--- src/rtl/dcache_pkg.sv ---
// Shared data-cache definitions: miss FSM states and default geometry.
package dcache_pkg;

  // Miss handler states.
  typedef enum logic [1:0] {
    ST_IDLE = 2'd0,
    ST_WB   = 2'd1,
    ST_RD   = 2'd2,
    ST_DONE = 2'd3
  } refill_state_e;

  // Default geometry, shared with the cache arrays and the hazard unit.
  localparam int unsigned DEF_ADDR_W     = 32;
  localparam int unsigned DEF_LINE_WORDS = 4;

endpackage

--- src/rtl/dcache_refill_ctrl.sv ---
// Data-cache miss handler: optional dirty-victim writeback, then line refill
// from a word-addressed one-cycle synchronous memory, with pipeline stall.
module dcache_refill_ctrl
  import dcache_pkg::*;
#(
  parameter int unsigned ADDR_W     = DEF_ADDR_W,
  parameter int unsigned LINE_WORDS = DEF_LINE_WORDS,
  parameter int unsigned OFF_W      = $clog2(LINE_WORDS)
) (
  input  logic              clk,
  input  logic              rst,
  input  logic              miss_req,
  input  logic [ADDR_W-1:0] miss_addr,
  input  logic              victim_dirty,
  input  logic [ADDR_W-1:0] victim_addr,
  output logic [OFF_W-1:0]  wb_idx,
  input  logic [31:0]       wb_data,
  output logic              fill_we,
  output logic [OFF_W-1:0]  fill_idx,
  output logic [31:0]       fill_data,
  output logic              fill_done,
  output logic              busy,
  output logic              mem_en,
  output logic              mem_we,
  output logic [ADDR_W-1:0] mem_addr,
  output logic [31:0]       mem_wdata,
  input  logic [31:0]       mem_rdata
);

  // Counter end points: writeback stops at the last word, the read phase
  // runs one extra cycle to catch the final word's read data.
  localparam logic [OFF_W:0]    CNT_ONE     = (OFF_W+1)'(1);
  localparam logic [OFF_W:0]    CNT_WB_LAST = (OFF_W+1)'(LINE_WORDS - 1);
  localparam logic [OFF_W:0]    CNT_RD_END  = (OFF_W+1)'(LINE_WORDS);
  localparam logic [OFF_W-1:0]  IDX_ONE     = OFF_W'(1);
  localparam logic [ADDR_W-1:0] OFF_MASK    = ADDR_W'(LINE_WORDS - 1);

  refill_state_e     state_q, state_d;
  logic [OFF_W:0]    cnt_q, cnt_d;
  logic [ADDR_W-1:0] fill_base_q, fill_base_d;
  logic [ADDR_W-1:0] wb_base_q, wb_base_d;

  // State, burst counter and latched line bases; reset aborts any burst.
  always_ff @(posedge clk or negedge rst) begin
    if (!rst) begin
      state_q     <= ST_IDLE;
      cnt_q       <= '0;
      fill_base_q <= '0;
      wb_base_q   <= '0;
    end else begin
      state_q     <= state_d;
      cnt_q       <= cnt_d;
      fill_base_q <= fill_base_d;
      wb_base_q   <= wb_base_d;
    end
  end

  // Next-state, counter sequencing and per-state memory/fill outputs.
  always_comb begin
    state_d     = state_q;
    cnt_d       = cnt_q;
    fill_base_d = fill_base_q;
    wb_base_d   = wb_base_q;
    wb_idx      = '0;
    fill_we     = 1'b0;
    fill_idx    = '0;
    fill_data   = 32'h0000_0000;
    fill_done   = 1'b0;
    mem_en      = 1'b0;
    mem_we      = 1'b0;
    mem_addr    = '0;
    mem_wdata   = 32'h0000_0000;
    case (state_q)
      ST_IDLE: begin
        if (miss_req) begin
          fill_base_d = miss_addr & ~OFF_MASK;
          wb_base_d   = victim_addr;
          cnt_d       = '0;
          state_d     = victim_dirty ? ST_WB : ST_RD;
        end else begin
          state_d = ST_IDLE;
        end
      end
      ST_WB: begin
        mem_en    = 1'b1;
        mem_we    = 1'b1;
        mem_addr  = wb_base_q + ADDR_W'(cnt_q);
        wb_idx    = cnt_q[OFF_W-1:0];
        mem_wdata = wb_data;
        if (cnt_q == CNT_WB_LAST) begin
          cnt_d   = '0;
          state_d = ST_RD;
        end else begin
          cnt_d = cnt_q + CNT_ONE;
        end
      end
      ST_RD: begin
        // Read word cnt while installing the word read in the previous cycle.
        if (cnt_q < CNT_RD_END) begin
          mem_en   = 1'b1;
          mem_addr = fill_base_q + ADDR_W'(cnt_q);
        end else begin
          mem_en = 1'b0;
        end
        if (cnt_q != '0) begin
          fill_we   = 1'b1;
          fill_idx  = cnt_q[OFF_W-1:0] - IDX_ONE;
          fill_data = mem_rdata;
        end else begin
          fill_we = 1'b0;
        end
        if (cnt_q == CNT_RD_END) begin
          cnt_d   = '0;
          state_d = ST_DONE;
        end else begin
          cnt_d = cnt_q + CNT_ONE;
        end
      end
      ST_DONE: begin
        fill_done = 1'b1;
        state_d   = ST_IDLE;
      end
      default: begin
        cnt_d   = '0;
        state_d = ST_IDLE;
      end
    endcase
  end

  // Stall follows the request immediately and holds until the line is in.
  assign busy = miss_req | (state_q != ST_IDLE);

endmodule
--- config.mk ---
export PLATFORM = sky130hd
export DESIGN_NAME = dcache_refill_ctrl
export DESIGN_NICKNAME = d
export VERILOG_FILES = /design/src/rtl/dcache_pkg.sv /design/src/rtl/dcache_refill_ctrl.sv
export SDC_FILE = /design/constraint.sdc
export NUM_CORES = 1
export LEC_CHECK = 0
export ABC_AREA = 1
export ABC_CLOCK_PERIOD_IN_PS = 4500
export BUFFER_PORTS_ARGS = -buffer_cell sky130_fd_sc_hd__buf_2
export CAP_MARGIN = 20
export CORE_MARGIN = 2
export CORE_UTILIZATION = 52
export DETAILED_ROUTE_END_ITERATION = 10
export PLACE_DENSITY = 0.92
export SLEW_MARGIN = 20
export SYNTH_ARGS = -nofsm -noshare
export SYNTH_HDL_FRONTEND = slang
export SYNTH_SLANG_ARGS = --single-unit
--- constraint.sdc ---
create_clock -name clk -period 4.5 [get_ports clk]
set_clock_uncertainty 0.1 [all_clocks]
set_input_delay 0.225 -clock clk [delete_from_list [all_inputs] [get_ports clk]]
set_output_delay 0.225 -clock clk [all_outputs]
set_load 0.05 [all_outputs]
* Word-level counts from Yosys, hierarchy flattened
Cells that the tools add are included.
** Word-level totals
- Bits of input ports :: 132
- Logic and storage cells :: 48
- Flip-flop bits (word level) :: 67
- Output and inout bits :: 105
** Operators by class
- Equal/unequal tests :: 8
- Reductions and logical operators :: 7
- $add $sub $neg :: 4
- Bitwise logic cells :: 1
- Mux-type cells :: 23
- Magnitude comparators :: 1
** Operators with widths (number)
- $mux 32 :: 4
- $add 32x3->32 :: 2
- $pmux 32 s2 :: 1
- $mux 2 :: 7
- $mux 3 :: 3
- $pmux 3 s3 :: 1
- $pmux 2 s4 :: 1
- $ne 2x2->1 const B :: 3
- $reduce_and 2->1 :: 3
- $reduce_bool 3->1 :: 2
- $mux 1 :: 5
- $eq 2x2->1 const B :: 2
- $add 3x1->3 const B :: 1
- $eq 3x2->1 const B :: 1
- $eq 3x3->1 const B :: 1
- $lt 3x3->1 const B :: 1
- $eq 2x1->1 const B :: 1
- $logic_not 2->1 :: 1
- $pmux 1 s2 :: 1
- $reduce_bool 2->1 :: 1
- $sub 2x1->2 const B :: 1
- $or 1x1->1 :: 1

* Longest topological paths before layout
- Depth after elaboration :: 3
- Mapped depth :: 12
- Depth with buffers taken out :: 12

* Least setup slack after synthesis
Ideal clock, no wire load.
- Path kind :: flip-flop to output port
- From :: register state_q[0]
- To :: output fill_data[10]
- Setup slack :: 1539 ps
- Arrival :: 2636 ps
- Cell stages (with the launch flop) :: 8
- Path buffers :: 1
- Path through :: dfrtp_1 > inv_1 > ha_1 > inv_1 > a21oi_1 > inv_2 > clkbuf_1 > nor2_1
** On the way
- Longest elaborated chain between the ends :: 2
** RTL lines
- from (decl) :: RTL line dcache_refill_ctrl.sv:38 : refill_state_e state_q, state_d;
- from (signal assigned) :: RTL line dcache_refill_ctrl.sv:51 : state_q <= state_d;
- $eq 2x2->1 :: RTL line dcache_refill_ctrl.sv:73 : case (state_q)
- $mux 32 :: RTL line dcache_refill_ctrl.sv:73
- to (decl) :: RTL line dcache_refill_ctrl.sv:20 : output logic [31:0] fill_data,
Every way passes these cells.

* Final worst setup path
- From :: register state_q[0]
- To :: output mem_addr[12]
** On the way
- Longest elaborated chain between the ends :: 2
** RTL lines
- $eq 2x2->1 or $eq 2x1->1 (tied branches) :: RTL line dcache_refill_ctrl.sv:73
- $pmux 32 s2 (*) :: RTL line dcache_refill_ctrl.sv:73
- to (decl) :: RTL line dcache_refill_ctrl.sv:25 : output logic [ADDR_W-1:0] mem_addr,
Every way passes the cells marked *; elsewhere a longest branch is shown, timed or not.

==> flow_summary.ini <==
[placed_design]
dp_hpwl_um = 13400
gp_congestion = 0.957
portBuffers = 234
dp_cells = 1176

[setup_path]
critPathRequiredTime_ps = 4180
crit_chain = inv_1 -> ha_1 -> clkinv_1 -> a21oi_1 -> buf_2
worstSetupEndpointType = output pin
crit_buf_inv = 3
crit_slowest_cell = clkinv_1
critPathLaunchType = register
arrival_ps = 2910
worstSetupPathType = reg -> out
worstPathMaxFanout = 35
crit_family = buffers and inverters
max_stage_delay_ps = 780

[detailed_routing]
avgViaCountPerCell = 5.22
drtIter0Drc = 588
wl_per_cell_um = 14.7
remaining_drc_errors = 0
postRouteAntennaNets = 0
drt-total-wl_um = 17600
drt-pass1-iter-count = 6
vias = 6254

[clock_network]
ctsResizeCount = 0
clk_latency_ps = 350
cts_setup_buffers = 0
cts_tree = done
numCtsBuffers = 9
ctsRootBufferMaster = clkbuf_8
h-tree-depth = 3
cts_buffer_depth = 2
clk_pin_slew_ps = 70
cts.sinks = 67

[global_route]
grt-ovfl-total = 0
grt_pass1_wl_um = 27400
antenna_found_initial = 0
grt_pass1_vias = 5634
grt_usage = 0.313
grt_max_degree = 53

[timing]
fin_crit_sh = 0.719
fin_setup_tns_ps = 0
period_minus_slack_ps = 3240
hold_viol_final = 0
rsz0062_at_grt = no
finalSetupViolations = 0
worstMarginPinSlew_ps = 1010
final_max_slew_viol_count = 0
slew_headroom = 0.320
max_freq_ghz = 0.309

[floorplan]
pin_count = 237
die_y_um = 105
design.core.area_um2 = 9820
dieArea_um2 = 11000
num_rows = 36
dieWidth_um = 105
start_util = 0.539

[run_status]
status = finished, final reports clean

[synthesis]
synth_warnings = 0
postSynthAreaPerCell_um2 = 6.37
synth.distinct_cells = 32
synth_top_area_frac = 0.317
syn_inst = 830
netlist_area_um2 = 5290
yosys_register_bits = 67
syn-num-nets = 976
synth_area_leaders = dfrtp_1 (32%), nand2_1 (16%), nor2_1 (10%)
synth_seq_area_share = 0.317
yosysTopAreaCell = dfrtp_1

[finish]
n_antenna_cell = 0
most-common-layout-cells = buf_2 (234), nand2_1 (225), nor2_1 (142)
nets = 1209
fin_cells = 1199
area_growth_syn_to_layout_pct = 28.9
layout_commonest_cell = buf_2
drive_gt1_frac = 0.295

[min_path]
hold_path_class = in -> reg

[job]
cap_violations = 0

[power]
p_per_area_nw_per_um2 = 766
ir_drop_v = 0.000691
p_leak_nw = 3.93
==> sequential cells by signal, summed over array words and instances, names as in the netlist <==
register	cells
wb_base_q	32
fill_base_q	30
cnt_q	3
state_q	2
==> metal layers <==
metal / GRT usage / wire [um]
met1: 0.411 / 7040
met2: 0.510 / 8220
met3: 0.0699 / 1800
met4: 0.106 / 520
met5: 0 / 0
==> worst paths after layout <==
check | from | to | slack, ps | cells past startpoint
worst min register to register | wb_base_q[2] | wb_base_q[2] | 430 | 1
worst max register to register | state_q[0] | cnt_q[2] | 1940 | 5
min in group asynchronous | rst | wb_base_q[26] | 400 | 2
worst min-delay path | victim_addr[12] | wb_base_q[12] | 3 | 2
worst max-delay path | state_q[0] | mem_addr[12] | 1260 | 5
max in group asynchronous | rst | fill_base_q[6] | 2960 | 3
==> layout make-up <==
type | instances | area (um2)
fillers | 865 | 3000
well taps | 133 | 166
multi-input cells | 606 | 3010
clock inverters | 2 | 12.5
inverters | 132 | 495
clock buffers | 12 | 155
repair buffers | 247 | 1300
flip-flops and latches | 67 | 1680
==> where the power goes <==
group          switching (mW)  internal, mW  leakage, nW  total [mW]
sequential              0.354         0.898        0.766        1.25
combinational            2.60         0.920         3.08        3.52
clock                   0.231         0.223       0.0843       0.454
==> kinds of logic after synthesis <==
| kind of cell | count (synthesis) | share of synthesized area |
|---|---|---|
| AND/OR/NAND/NOR | 463 | 0.366 |
| buffers and inverters | 157 | 0.115 |
| AO/OA/AOI/OAI | 94 | 0.0932 |
| flip-flops | 67 | 0.317 |
| multiplexers | 33 | 0.0702 |
| adder cells (fa/ha/maj) | 14 | 0.0345 |
| XOR/XNOR | 2 | 0.00331 |
==> metrics by stage <==
| stage | setup slack [ps] | hold slack [ps] | util | power, mW | area (um2) |
|---|---|---|---|---|---|
| 3_3_place_gp | 1740 | 250 | 0.668 | 4.64 | 6560 |
| 4_1_cts | 1310 | 0.648 | 0.691 | 5.17 | 6790 |
| 2_1_floorplan | 1540 | -171 | - | 3.85 | 5290 |
| 6_report | 1260 | 2.91 | 0.694 | 5.22 | 6820 |
| 5_1_grt | 1080 | -0.0920 | 0.694 | 5.56 | 6820 |
| 3_5_place_dp | 1700 | 264 | 0.668 | 4.70 | 6560 |
==> timing repair <==
| item | 4_1_cts | 5_1_grt |
|---|---|---|
| hold endpoints to repair | 39 | 3 |
| hold buffers | 6 | 3 |
| endpoints found under the setup margin | 0 | 0 |
==> synthesized netlist by cell type (all sizes together) <==
library cell / number
xor2: 2
nand4: 1
nand2: 232
nor2: 158
o21ai: 15
or2: 3
mux2: 33
nand3: 63
dfrtp: 67
fa: 1
a21oi: 70
o22ai: 1
o21bai: 6
a311oi: 1
clkbuf: 9
clkinv: 2
inv: 130
ha: 13
buf: 16
a211oi: 1
and2: 1
nor3: 4
nand3b: 1
(Power assumes the default switching activity.)
